`config.mk`:
```
export PLATFORM = sky130hd
export DESIGN_NAME = ahbl_audio_fifo
export DESIGN_NICKNAME = d
export VERILOG_FILES = /design/src/rtl/ahbl_audio_fifo.sv
export SDC_FILE = /design/constraint.sdc
export NUM_CORES = 1
export LEC_CHECK = 0
export BUFFER_PORTS_ARGS = -buffer_cell sky130_fd_sc_hd__buf_2
export CORE_UTILIZATION = 32
export CTS_CLUSTER_SIZE = 16
export DETAILED_ROUTE_END_ITERATION = 12
export PLACE_DENSITY = 0.48
export SLEW_MARGIN = 20
export SYNTH_ARGS = -nofsm -noshare
export SYNTH_HDL_FRONTEND = slang
export SYNTH_SLANG_ARGS = --single-unit
```
`constraint.sdc`:
```
create_clock -name HCLK -period 7.55 [get_ports HCLK]
set_input_delay 1.8875 -clock HCLK [delete_from_list [all_inputs] [get_ports HCLK]]
set_output_delay 1.8875 -clock HCLK [all_outputs]
set_load 0.01 [all_outputs]
```
`src/rtl/ahbl_audio_fifo.sv`:
```
// AHB-Lite slave buffering I2S receive samples in a circular FIFO.
// Exposes DATA/STATUS/CTRL/IE registers and a registered level/overflow interrupt.
module ahbl_audio_fifo #(
    parameter int DEPTH = 16,
    parameter int DW    = 32
) (
    input  logic          HCLK,
    input  logic          HRESET,
    input  logic          HSEL,
    input  logic          HREADY,
    input  logic          HWRITE,
    input  logic [31:0]   HADDR,
    input  logic [1:0]    HTRANS,
    input  logic [2:0]    HSIZE,
    input  logic [31:0]   HWDATA,
    output logic          HREADYOUT,
    output logic [31:0]   HRDATA,
    input  logic          smp_valid,
    input  logic [DW-1:0] smp_data,
    output logic          irq
);

    localparam int AW = $clog2(DEPTH);
    localparam logic [AW:0] FULL_LVL = (AW+1)'(DEPTH);

    localparam logic [1:0] A_DATA   = 2'd0;
    localparam logic [1:0] A_STATUS = 2'd1;
    localparam logic [1:0] A_CTRL   = 2'd2;
    localparam logic [1:0] A_IE     = 2'd3;

    logic          dp_valid_q, dp_valid_d;
    logic          dp_write_q, dp_write_d;
    logic [1:0]    dp_addr_q,  dp_addr_d;
    logic [AW-1:0] wr_ptr_q,   wr_ptr_d;
    logic [AW-1:0] rd_ptr_q,   rd_ptr_d;
    logic [AW:0]   level_q,    level_d;
    logic          ovf_q,      ovf_d;
    logic          en_q,       en_d;
    logic [7:0]    thresh_q,   thresh_d;
    logic          thr_ie_q,   thr_ie_d;
    logic          ovf_ie_q,   ovf_ie_d;
    logic          irq_q,      irq_d;

    logic [DW-1:0] mem [DEPTH];

    logic        empty, full, thr_hit;
    logic        rd_phase, wr_phase;
    logic        wr_ctrl, wr_status, wr_ie;
    logic        clr, push_req, push, pop, ovf_set;
    logic [8:0]  level9;
    logic [31:0] status_word, ctrl_word, ie_word, data_word;

    logic unused_bits;
    assign unused_bits = ^{HSIZE, HADDR[31:4], HADDR[1:0],
                           HWDATA[31:19], HWDATA[17:16], HWDATA[7:2]};

    assign HREADYOUT = 1'b1;
    assign irq       = irq_q;

    assign empty    = (level_q == '0);
    assign full     = (level_q == FULL_LVL);
    assign rd_phase = dp_valid_q & ~dp_write_q;
    assign wr_phase = dp_valid_q &  dp_write_q;

    assign wr_ctrl   = wr_phase & (dp_addr_q == A_CTRL);
    assign wr_status = wr_phase & (dp_addr_q == A_STATUS);
    assign wr_ie     = wr_phase & (dp_addr_q == A_IE);

    // A flush wins over anything else happening to the FIFO in the same cycle.
    assign clr      = wr_ctrl & HWDATA[1];
    assign pop      = rd_phase & (dp_addr_q == A_DATA) & ~empty & ~clr;
    assign push_req = smp_valid & en_q & ~clr;
    assign push     = push_req & (~full | pop);
    assign ovf_set  = push_req & full & ~pop;

    always_comb begin
        level9 = '0;
        level9[AW:0] = level_q;
    end

    assign thr_hit = (level9 >= {1'b0, thresh_q});

    always_comb begin
        status_word        = '0;
        status_word[8:0]   = level9;
        status_word[16]    = empty;
        status_word[17]    = full;
        status_word[18]    = ovf_q;
        status_word[19]    = thr_hit;
        ctrl_word          = '0;
        ctrl_word[0]       = en_q;
        ctrl_word[15:8]    = thresh_q;
        ie_word            = '0;
        ie_word[0]         = thr_ie_q;
        ie_word[1]         = ovf_ie_q;
        data_word          = '0;
        if (!empty) begin
            data_word[DW-1:0] = mem[rd_ptr_q];
        end
    end

    always_comb begin
        HRDATA = '0;
        if (rd_phase) begin
            case (dp_addr_q)
                A_DATA:   HRDATA = data_word;
                A_STATUS: HRDATA = status_word;
                A_CTRL:   HRDATA = ctrl_word;
                default:  HRDATA = ie_word;
            endcase
        end
    end

    always_comb begin
        dp_valid_d = dp_valid_q;
        dp_write_d = dp_write_q;
        dp_addr_d  = dp_addr_q;
        wr_ptr_d   = wr_ptr_q;
        rd_ptr_d   = rd_ptr_q;
        level_d    = level_q;
        ovf_d      = ovf_q;
        en_d       = en_q;
        thresh_d   = thresh_q;
        thr_ie_d   = thr_ie_q;
        ovf_ie_d   = ovf_ie_q;
        irq_d      = (thr_ie_q & thr_hit) | (ovf_ie_q & ovf_q);

        if (HREADY) begin
            dp_valid_d = HSEL & HTRANS[1];
            dp_write_d = HWRITE;
            dp_addr_d  = HADDR[3:2];
        end

        if (wr_ctrl) begin
            en_d     = HWDATA[0];
            thresh_d = HWDATA[15:8];
        end
        if (wr_ie) begin
            thr_ie_d = HWDATA[0];
            ovf_ie_d = HWDATA[1];
        end

        if (clr) begin
            wr_ptr_d = '0;
            rd_ptr_d = '0;
            level_d  = '0;
            ovf_d    = 1'b0;
        end else begin
            if (push) wr_ptr_d = wr_ptr_q + 1'b1;
            if (pop)  rd_ptr_d = rd_ptr_q + 1'b1;
            case ({push, pop})
                2'b10:   level_d = level_q + 1'b1;
                2'b01:   level_d = level_q - 1'b1;
                default: level_d = level_q;
            endcase
            // A new overflow in the same cycle as a W1C keeps the flag set.
            if (ovf_set)
                ovf_d = 1'b1;
            else if (wr_status & HWDATA[18])
                ovf_d = 1'b0;
        end
    end

    always_ff @(posedge HCLK or posedge HRESET) begin
        if (HRESET) begin
            dp_valid_q <= 1'b0;
            dp_write_q <= 1'b0;
            dp_addr_q  <= '0;
            wr_ptr_q   <= '0;
            rd_ptr_q   <= '0;
            level_q    <= '0;
            ovf_q      <= 1'b0;
            en_q       <= 1'b0;
            thresh_q   <= 8'd8;
            thr_ie_q   <= 1'b0;
            ovf_ie_q   <= 1'b0;
            irq_q      <= 1'b0;
        end else begin
            dp_valid_q <= dp_valid_d;
            dp_write_q <= dp_write_d;
            dp_addr_q  <= dp_addr_d;
            wr_ptr_q   <= wr_ptr_d;
            rd_ptr_q   <= rd_ptr_d;
            level_q    <= level_d;
            ovf_q      <= ovf_d;
            en_q       <= en_d;
            thresh_q   <= thresh_d;
            thr_ie_q   <= thr_ie_d;
            ovf_ie_q   <= ovf_ie_d;
            irq_q      <= irq_d;
        end
    end

    // Sample storage carries no reset; validity is tracked by the pointers.
    always_ff @(posedge HCLK) begin
        if (push) begin
            mem[wr_ptr_q] <= smp_data;
        end
    end

endmodule

```
# Word level (Yosys, flattened, before mapping)
# Memory sizes are Yosys's and may differ from the RTL's.
# Cells that the tools add are included.
# op_classes
add_sub_neg	4
n_lt_le_gt_ge	1
n_eq_ne	6
n_mux	14
bitwise	25
reduce_logical	6
# op_table
op	count
32-bit one-hot mux with 3 select lines	1
32-bit two-way mux	2
1-bit AND	18
4-bit two-way mux	4
5-bit one-hot mux with 2 select lines	1
4-bit by 1-bit adder with 4-bit output (second input constant)	2
5-bit by 8-bit greater-or-equal comparator with 1-bit output	1
2-bit equality test (second input constant)	3
3-bit nonzero test	2
5-bit by 1-bit adder with 5-bit output (second input constant)	1
5-bit equality test (second input constant)	1
5-bit zero test	1
1-bit two-way mux	5
5-bit two-way mux	1
1-bit inverter	5
5-bit by 1-bit subtractor with 5-bit output (second input constant)	1
2-bit by 1-bit equality test with 1-bit output (second input constant)	2
2-bit nonzero test	2
2-bit zero test	1
1-bit bitwise OR	2
# word_totals
ff_bits	30
ram_bits	512
input_bits	107
word_cells	69
mem_count	1
# mem_list
memory	depth	word_bits	rd	rd_ports_with_merged_regs	wr	line	rtl
mem	16	32	1	0	1	44	logic [DW-1:0] mem [DEPTH];

# Logic depth before layout (Yosys ltp)
# Gate-level depths: netlist of run 1.
# depth
word_depth	10
depth_mapped	10
depth_no_buf	9

# Worst setup path after synthesis of run 1
# OpenSTA, ideal clock, no wires.
# synth_timing
path_kind	input to register
from	input smp_valid
to	memory mem[3][0] (enable)
t_arrival_ns	5.728
required_time_ns	7.037
path_slack_ns	1.309
path_stages	4
cell_sequence	nand2_1 a21oi_1 nand2_1 nor4b_1
# synth_via
elab_chain_len	5
# synth_lines
element	line	rtl
start: declaration	18	input logic smp_valid,
1-bit AND (2 in a row)	72	assign push_req = smp_valid & en_q & ~clr;
1-bit AND	73	assign push = push_req & (~full | pop);
1-bit two-way mux	196	if (push) begin
1-bit two-way mux (not written as such)	197	mem[wr_ptr_q] <= smp_data;
end: declaration	44	
# No other way between the ends.

# Final worst setup path of run 1
# layout_timing
from	register rd_ptr_q[2]
to	output HRDATA[15]
# layout_via
elab_chain_len	4
# layout_lines
element	line	rtl
start: declaration	35	logic [AW-1:0] rd_ptr_q, rd_ptr_d;
start signal: assignment	183	rd_ptr_q <= rd_ptr_d;
memory read 16 x 32 bit	n/a	
32-bit two-way mux	97	if (!empty) begin
32-bit one-hot mux with 3 select lines	105	case (dp_addr_q)
32-bit two-way mux	104	if (rd_phase) begin
end: declaration	17	output logic [31:0] HRDATA,
# No other way between the ends.

==> results of run 1 <==
==> state kept, by name, indices dropped and copies added, names as in the netlist <==
register    count
wr_ptr_q        4
dp_addr_q       2
thresh_q        8
irq             1
en_q            1
ovf_q           1
level_q         5
thr_ie_q        1
dp_valid_q      1
mem           512
dp_write_q      1
ovf_ie_q        1
rd_ptr_q        4
==> layout make-up <==
type | count | area, um2
multi-input cells | 413 | 5109
fillers | 6170 | 41590
well taps | 864 | 1081
repair buffers | 109 | 620.6
flip-flops and latches | 542 | 16140
diodes | 1 | 2.502
clock inverters | 32 | 254.0
inverters | 14 | 52.55
clock buffers | 71 | 1479
==> stage by stage <==
stage	hold slack, ps	std cells	setup slack (ps)
final	522.4	2046	2014
after global routing	555.6	2045	1811
after CTS	521.5	2045	1941
after detailed placement	506.4	1942	2612
after global placement	489.4	1942	2594
after floorplan	464.3	1028	1309
==> routing by layer <==
metal | share of wire [%] | routed length [um] | vias up | track usage [%]
met3 | 3.6 | 1875 | 66 | 2.276
met1 | 45 | 23310 | 5581 | 21.15
li1 | - | - | 4515 | -
met2 | 50 | 25640 | 199 | 25.80
met5 | 0.037 | 19 | - | 0
met4 | 1.6 | 801 | 2 | 3.805
==> power breakdown <==
group	switching [mW]	leakage [nW]	total (mW)	internal [mW]
Clock	1.14	0.839	2.62	1.48
Sequential	0.355	4.97	3.88	3.52
Combinational	0.884	2.26	1.84	0.952
==> kinds of logic after synthesis <==
logic type,share of synthesized area (%)
XOR/XNOR,0.1214
other,0.01732
multiplexers,16.44
adder cells (fa/ha/maj),0.6358
AND/OR/NAND/NOR,3.191
flip-flops,74.50
buffers and inverters,2.087
AO/OA/AOI/OAI,3.011
==> synth_stat cells (12+ instances only) <==
cell      count
edfxtp_1    512
mux4_2      129
mux2i_1      56
nand2_1      42
a211oi_1     32
dfrtp_1      29
buf_2        16
nor2b_1      15
clkbuf_1     14
o21ai_0      14
inv_1        13
buf_4        12
==> how the worst max path moves through the flow <==
| stage | from | slack [ps] | cells after the start | end |
|---|---|---|---|---|
| after floorplan | smp_valid | 1310 | 4 | mem[3][0]$_DFFE_PP_ |
| after global placement | rd_ptr_q[0]$_DFFE_PP0P_ | 2590 | 6 | HRDATA[23] |
| after detailed placement | rd_ptr_q[0]$_DFFE_PP0P_ | 2610 | 6 | HRDATA[24] |
| after CTS | rd_ptr_q[0]$_DFFE_PP0P_ | 1940 | 6 | HRDATA[23] |
| after global routing | rd_ptr_q[0]$_DFFE_PP0P_ | 1810 | 6 | HRDATA[23] |
| final | rd_ptr_q[2]$_DFFE_PP0P_ | 2010 | 6 | HRDATA[15] |
==> worst max-delay path, delay by kind of cell, from the launching register on <==
| kind | cells | cell delay, ps |
|---|---|---|
| AOI/OAI and AO/OA | 2 | 540 |
| muxes | 2 | 750 |
| buffers and inverters | 2 | 570 |
| DFF | 1 | 1080 |
==> run metrics, run 1 <==
Yosys cell types=57; row count=94; CTS sink cnt=between 500 and 600; slowest CP cell=dfrtp_4; reg2reg end=mem[15][23]$_DFFE_PP_; Final Max Tran Viols=0; worst reg-to-reg setup slack=4140 ps; Synth-to-Final Area Change=14.29%; Fin Clk Skew=14.46 ps; r2r worst-path depth=5; Hold Startpoint=ovf_ie_q$_DFFE_PP0P_; Synth area leaders=edfxtp_1 (71%), mux4_2 (13%), dfrtp_1 (3.4%), mux2i_1 (2.6%), a211oi_1 (1.1%); Worst-path clk slew=60 ps; clock buffer depth=3; number of iterations in the first detailed-routing pass=5; TritonCTS clock tree=built; fmax=about 180 MHz; starting density of the core=between 30% and 40%; commonest non-fill, non-tap cells in the layout=edfxtp_1 (512), mux4_2 (129), buf_2 (84); initial antenna violation count=3; Core Area=66330 um2; NumNets Final=~1.3k; clock root buffer=clkbuf_16; Hold Path Class=register to register; chip width=262.1 um; Critical Path Sink Type=output port; Detail Placement HPWL=26400 um; Num CTS Buffers=56; post-route cell area=24740 um2; setup tns final=0 ps; hold depth=2; largest fanout on the critical path=58; All-Layer GR Usage=15.43%; PwrDens=336.9 nW/um2; WL final=51660 um; ys flop type=edfxtp_1; Placement Cell Area=between 20000 and 25000 um2; Syn Std Cell Area=21650 um2; worst stage delay on the critical path=1080 ps; Clock Latency Late Sink=slightly above 600 ps; Max-cap violations=0; Post-Synthesis Cells=1028; clock period minus worst slack=about 5500 ps; pin count of the biggest net entering global routing=~60; crit path DAT=3650 ps; Vias/cell=5.065; ANT nets after route=0; CTS Hold Buffers Added=0; Routability Congestion=0.7546; Overflow after GRT=0; via count=10.36k; # Post-CTS Setup Buffers=0; outcome=finished clean; WL/cell=25.25 um; critical path cell sequence=buf_12, mux4_2, mux2i_1, o22ai_1, a21o_1, buf_2; synth warn=0; Setup violations, final=0; number of I/O pins=roughly 140; DRC viols=0; leading area contributor after synthesis=edfxtp_1; leakage power=8.068 nW; first-pass GRT wire length=76100 um; Port Buffers=84; Max transition margin=approximately a third; Endpoint, Worst Hold=ovf_ie_q$_DFFE_PP0P_; post_cts resized=0; Synthesized Nets=roughly 1.1k; period utilization=between 70% and 80%; Initial DRC Count=848; count of state elements after synthesis=approximately 540; vias in the first global route=11.05k; CP startpoint kind=register; fin util=37.30%; Synth async-reset ratio=5.535%; Die Y=262.1 um; worst-margin pin slew=between 1000 and 1500 ps; layout cells sized above 1=around 30%; H-tree depth=2; syn avg cell area=about 21 um2; sequential share of the synthesized area=74.50%; Post-synth EDFFs=512; Yosys top cell area share=71.02%; Power, Total=roughly 8.3 mW; commonest non-fill, non-tap cell in the layout=edfxtp_1; Reg-to-Reg Start=dp_addr_q[0]$_DFFE_PP0P_; Fin. Hold Viols=0; RSZ-0062 raised after global routing=false; Peak VDD IR=0.2072 mV; Crit path required time=5660 ps; Crit Path Category=register to output port; die area=68690 um2
Note: power is estimated with default switching activity, not from simulation.
==> run 2, diff against run 1 <==
- clock period: 7.55 -> 5.4 ns (I/O delays scaled with it)
==> run 2 against run 1 <==
Die area is the same. Largest power group unchanged. Sequential share of layout area shrank 0.44 points. Sequential cell count is the same. Clock skew grew 19 ps. Combinational power grew 46%. Clock power grew 40%.
==> run metrics, run 2 (synthesized netlist as in run 1, its figures left out) <==
fin util=37.55% (was 37.30%); Fin Clk Skew=33.78 ps (was 14.46 ps); Final Max Tran Viols=0 (unchanged); # Post-CTS Setup Buffers=0 (unchanged); Routability Congestion=0.7787 (was 0.7546); Worst-path clk slew=60 ps (about the same); Num CTS Buffers=57 (was 56); Port Buffers=84 (unchanged); biggest regs=mem x512, thresh_q x8, level_q x5 (unchanged); CP startpoint kind=register (unchanged); starting density of the core=32.63% (unchanged); Vias/cell=4.978 (was 5.065); period utilization=approximately 86%; Max-cap violations=0 (unchanged); Die Y=262.1 um (unchanged); Critical Path Sink Type=output port (unchanged); WL/cell=24.29 um (was 25.25 um); Internal Pwr Total=8.350 mW (was 5.957 mW); clock root buffer=clkbuf_16 (unchanged); Power, Total=11.72 mW (was 8.335 mW); vias in the first global route=10.83k (was 11.05k); H-tree depth=2 (unchanged); All-Layer GR Usage=14.92% (was 15.43%); NetSw=3.370 mW (was 2.378 mW); Core Area=66330 um2 (unchanged); via count=10.25k (was 10.36k); Largest register FFs=512 (unchanged); clock buffer depth=3 (unchanged); WL final=50010 um (was 51660 um); pre-CTS setup slack=1306 ps (was 2612 ps); number of I/O pins=141 (unchanged); post-route cell area=24910 um2 (was 24740 um2); layout cells sized above 1=30.65% (was 29.64%); row count=94 (unchanged); CTS sink cnt=542 (unchanged); leakage power=8.164 nW (was 8.068 nW); Hold Path Class=register to register (unchanged); initial antenna violation count=2 (was 3); commonest non-fill, non-tap cells in the layout=edfxtp_1 (512), mux4_2 (129), buf_2 (84) (unchanged); combinational power share=23.0% (was 22.0%); PwrDens=470.6 nW/um2 (was 336.9 nW/um2); chip width=262.1 um (unchanged); first-pass GRT wire length=73880 um (was 76100 um); Peak VDD IR=0.2000 mV (was 0.2072 mV); NumNets Final=1269 (was 1254); Max transition margin=39.44% (was 33.14%); commonest non-fill, non-tap cell in the layout=edfxtp_1 (unchanged); Most flops, register=mem (unchanged); fmax=214.6 MHz; RSZ-0062 raised after global routing=false (unchanged); Crit path required time=4050 ps (was 5660 ps); Worst Setup Slack, final=739.8 ps (was 2014 ps); worst-margin pin slew=908.4 ps (was 1003 ps); Initial DRC Count=651 (was 848); pin count of the biggest net entering global routing=54 (was 59); CTS Hold Buffers Added=0 (unchanged); Crit Path Category=register to output port (unchanged); largest fanout on the critical path=14 (was 58); dpl cells=1956 (was 1942); Placement Cell Area=23160 um2 (was 23000 um2); DRC viols=0 (unchanged); clock period minus worst slack=approximately 4700 ps; die area=68690 um2 (unchanged); final non-filler cell total=2059 (was 2046); TritonCTS clock tree=built (unchanged); Synth-to-Final Area Change=15.06% (was 14.29%); Detail Placement HPWL=28970 um (was 26400 um); ANT nets after route=0 (unchanged); Sequential Power Share=45.7% (was 46.5%); post_cts resized=0 (unchanged); number of iterations in the first detailed-routing pass=4 (was 5); clock power share=31.3% (was 31.5%); Overflow after GRT=0 (unchanged); Fin. Hold Viols=0 (unchanged); outcome=finished clean (unchanged); Net Sw Frac=28.76% (was 28.53%); crit path DAT=3310 ps (was 3650 ps); Clock Latency Late Sink=630 ps (was 610 ps); Setup violations, final=0 (unchanged)
==> run 2: changes by cell type in the layout (fill, tap and decap cells not counted), sizes merged <==
cell,before,now
buf,109,123
clkinv,26,27
bufinv,3,2
inv,14,15
clkinvlp,3,2
clkbuf,71,70
==> run 2: stage by stage <==
stage | TNS, ps | hold slack (ps)
global placement | 0 | 491.8
floorplan | -28290 | 464.3
global route | 0 | 547.8
CTS | 0 | 510.3
detailed placement | 0 | 497.3
finish | 0 | 511.1
==> run 2: cell type report <==
cell class                 count  area, um2
clock inverter                32      272.8
inverter                      14      52.55
multi-input combinational    413       5117
antenna                        1      2.502
fill                        6100      41430
timing repair buffer         123      763.2
tap                          864       1081
sequential                   542      16140
clock buffer                  70       1475
==> run 2: worst paths after layout <==
check                                               from                  endpoint  slack, ps  depth (start not counted)
worst max-delay path            dp_addr_q[0]$_DFFE_PP0P_                HRDATA[13]        740                          5
worst max register to register  dp_addr_q[0]$_DFFE_PP0P_      mem[8][18]$_DFFE_PP_       1910                          5
min in group asynchronous                         HRESET  dp_addr_q[1]$_DFFE_PP0P_        850                          3
max in group asynchronous                         HRESET   rd_ptr_q[0]$_DFFE_PP0P_       4200                          3
worst min-delay path                ovf_ie_q$_DFFE_PP0P_      ovf_ie_q$_DFFE_PP0P_        510                          2
worst min register to register      ovf_ie_q$_DFFE_PP0P_      ovf_ie_q$_DFFE_PP0P_        510                          2
==> run 2: critical path, stage by stage, from the launching register on <==
cell and delay [ps]:
dfrtp_1 560, nor4b_4 860, o211ai_4 450, o22ai_1 560
a21o_1 140, buf_2 120
==> run 2: power groups by stage <==
stage	logic, mW	clock network (mW)	registers [mW]
floorplan	2.33	0	5.11
global placement	2.75	0	5.45
detailed placement	2.77	0	5.46
CTS	2.77	3.79	5.37
global route	2.94	3.93	5.41
finish	2.69	3.67	5.36
==> run 2: routing by layer <==
layer | vias to the layer above | global-route usage (%) | routed length, um
li1 | 4540 | - | -
met1 | 5449 | 20.68 | 23030
met2 | 196 | 24.36 | 23970
met3 | 63 | 2.585 | 2190
met4 | 2 | 3.741 | 809
met5 | - | 0 | 13
==> run 3, diff against run 2 <==
- PLACE_DENSITY: 0.48 -> unset
==> run 3 against run 2 <==
Fmax down 1.2%. Critical path type unchanged. Largest power group unchanged. Combinational power about the same. Sequential cell count unchanged.
==> run metrics, run 3 (synthesized netlist as in run 1, its figures left out) <==
outcome=finished clean (unchanged); Initial DRC Count=998 (was 651); H-tree depth=2 (unchanged); Most flops, register=mem (unchanged); met1 WL=21540 um (was 23030 um); Max transition margin=35.79% (was 39.44%); fin util=37.55% (unchanged); via count=10.40k (was 10.25k); starting density of the core=32.63% (unchanged); Detail Placement HPWL=28010 um (was 28970 um); worst stage delay on the critical path=850 ps (was 860 ps); RSZ-0062 raised after global routing=false (unchanged); worst-margin pin slew=963.1 ps (was 908.4 ps); number of I/O pins=141 (unchanged); Num CTS Buffers=52 (was 57); slowest CP cell=nor4b_4 (unchanged); Setup violations, final=0 (unchanged); NumNets Final=1260 (was 1269); ANT nets after route=0 (unchanged); clock root buffer=clkbuf_16 (unchanged); initial antenna violation count=4 (was 2); first-pass GRT wire length=70210 um (was 73880 um); metal3 WL=2565 um (was 2190 um); top sig layer=met5 (unchanged); Critical Path Sink Type=output port (unchanged); layout cells sized above 1=30.74% (was 30.65%); dpl cells=1952 (was 1956); CP startpoint kind=register (unchanged); largest fanout on the critical path=14 (unchanged); WL final=48060 um (was 50010 um); CTS Hold Buffers Added=0 (unchanged); Core Area=66330 um2 (unchanged); CTS sink cnt=542 (unchanged); chip width=262.1 um (unchanged); pin count of the biggest net entering global routing=62 (was 54); crit path capture=HRDATA[21] (was HRDATA[13]); WL/cell=23.45 um (was 24.29 um); Die Y=262.1 um (unchanged); PwrDens=471.8 nW/um2 (was 470.6 nW/um2); Routability Congestion=0.7902 (was 0.7787); fmax=211.9 MHz (was 214.6 MHz); number of iterations in the first detailed-routing pass=5 (was 4); Critical path origin=dp_addr_q[0]$_DFFE_PP0P_ (unchanged); crit path DAT=3370 ps (was 3310 ps); commonest non-fill, non-tap cell in the layout=edfxtp_1 (unchanged); Largest register FFs=512 (unchanged); Vias/cell=5.071 (was 4.978); commonest non-fill, non-tap cells in the layout=edfxtp_1 (512), mux4_2 (129), buf_2 (84) (unchanged); Fin. Hold Viols=0 (unchanged); Synth-to-Final Area Change=15.06% (unchanged); fillers=6069 (was 6100); DRC viols=0 (unchanged); Final Max Tran Viols=0 (unchanged); post_cts resized=0 (unchanged); clock period minus worst slack=4718 ps (was 4660 ps); row count=94 (unchanged); biggest regs=mem x512, thresh_q x8, level_q x5 (unchanged); Max-cap violations=0 (unchanged); hold slack=522.0 ps (was 511.1 ps); period utilization=87.38% (was 86.30%); final non-filler cell total=2050 (was 2059); Port Buffers=84 (unchanged); Clock Latency Late Sink=610 ps (was 630 ps); Peak VDD IR=0.3104 mV (was 0.2000 mV); Hold Path Class=register to register (unchanged); Worst-path clk slew=60 ps (about the same); Reg-to-Reg Start=dp_addr_q[0]$_DFFE_PP0P_ (unchanged); die area=68690 um2 (unchanged); Overflow after GRT=0 (unchanged); clock buffer depth=3 (unchanged); TritonCTS clock tree=built (unchanged); r2r worst-path depth=5 (unchanged); worst reg-to-reg setup slack=1920 ps (was 1910 ps); Crit Path Category=register to output port (unchanged); Crit path required time=4050 ps (about the same); # Post-CTS Setup Buffers=0 (unchanged); WL met2=22930 um (was 23970 um); critical path cell sequence=nor4b_4, o21ai_4, buf_4, a211oi_1, buf_2 (was nor4b_4, o211ai_4, o22ai_1, a21o_1, buf_2); All-Layer GR Usage=14.06% (was 14.92%); leakage power=8.165 nW (was 8.164 nW); reg2reg end=mem[9][1]$_DFFE_PP_ (was mem[8][18]$_DFFE_PP_); vias in the first global route=10.54k (was 10.83k); Fin Clk Skew=19.89 ps (was 33.78 ps)
-- run 3: changes by cell type in the layout (fill, tap and decap cells not counted), sizes merged --
| cell | delta |
|---|---|
| clkbuf | -12 |
| bufinv | +6 |
| buf | -4 |
| clkinv | +1 |
| clkinvlp | -1 |
| diode | +1 |
-- run 3: through the flow --
step	setup TNS, ps	setup WS, ps	cell area, um2	power [mW]
after global placement	0	1397	23130	8.117
after global routing	0	618.2	24900	12.25
after floorplan	-28290	-294.7	21650	7.441
final	0	681.7	24910	11.75
after detailed placement	0	1392	23160	8.167
after CTS	0	749.0	24900	11.89
-- run 3: area by class of cell --
type / count / area [um2] / area share, %
clock inverter: 38 / 419.2 / 1.683
clock buffer: 58 / 1324 / 5.315
timing repair buffer: 119 / 765.7 / 3.074
multi-input combinational: 413 / 5117 / 20.55
sequential: 542 / 16140 / 64.81
antenna: 2 / 5.005 / 0.02009
tap: 864 / 1081 / 4.340
inverter: 14 / 52.55 / 0.2110
-- run 3: metal layers --
layer | GRT usage [%] | vias to the layer above
met3 | 2.238 | 68
li1 | - | 4518
met4 | 4.110 | 4
met1 | 19.79 | 5516
met5 | 0 | -
met2 | 22.50 | 290
-- run 3: how the worst min path moves through the flow --
stage / from / slack, ps / cells after the start / to
2_1_floorplan: ovf_q$_DFFE_PP0P_ / 460 / 2 / irq$_DFF_PP0_
3_3_place_gp: ovf_ie_q$_DFFE_PP0P_ / 490 / 2 / ovf_ie_q$_DFFE_PP0P_
3_5_place_dp: ovf_ie_q$_DFFE_PP0P_ / 510 / 2 / ovf_ie_q$_DFFE_PP0P_
4_1_cts: ovf_ie_q$_DFFE_PP0P_ / 520 / 2 / ovf_ie_q$_DFFE_PP0P_
5_1_grt: ovf_ie_q$_DFFE_PP0P_ / 570 / 2 / ovf_ie_q$_DFFE_PP0P_
6_report: ovf_ie_q$_DFFE_PP0P_ / 520 / 2 / ovf_ie_q$_DFFE_PP0P_
-- run 3: worst max-delay path, delay by kind of cell, from the launching register on --
kind            cells  cell delay, ps
simple gates        1             850
compound gates      2             800
flops               1             550
buf+inv             2             550
-- run 3: power breakdown --
group / total (mW) / switching, mW / internal, mW
combinational: 2.66 / 1.27 / 1.39
clock: 3.72 / 1.57 / 2.15
sequential: 5.37 / 0.450 / 4.92
total: 11.8 / 3.29 / 8.46
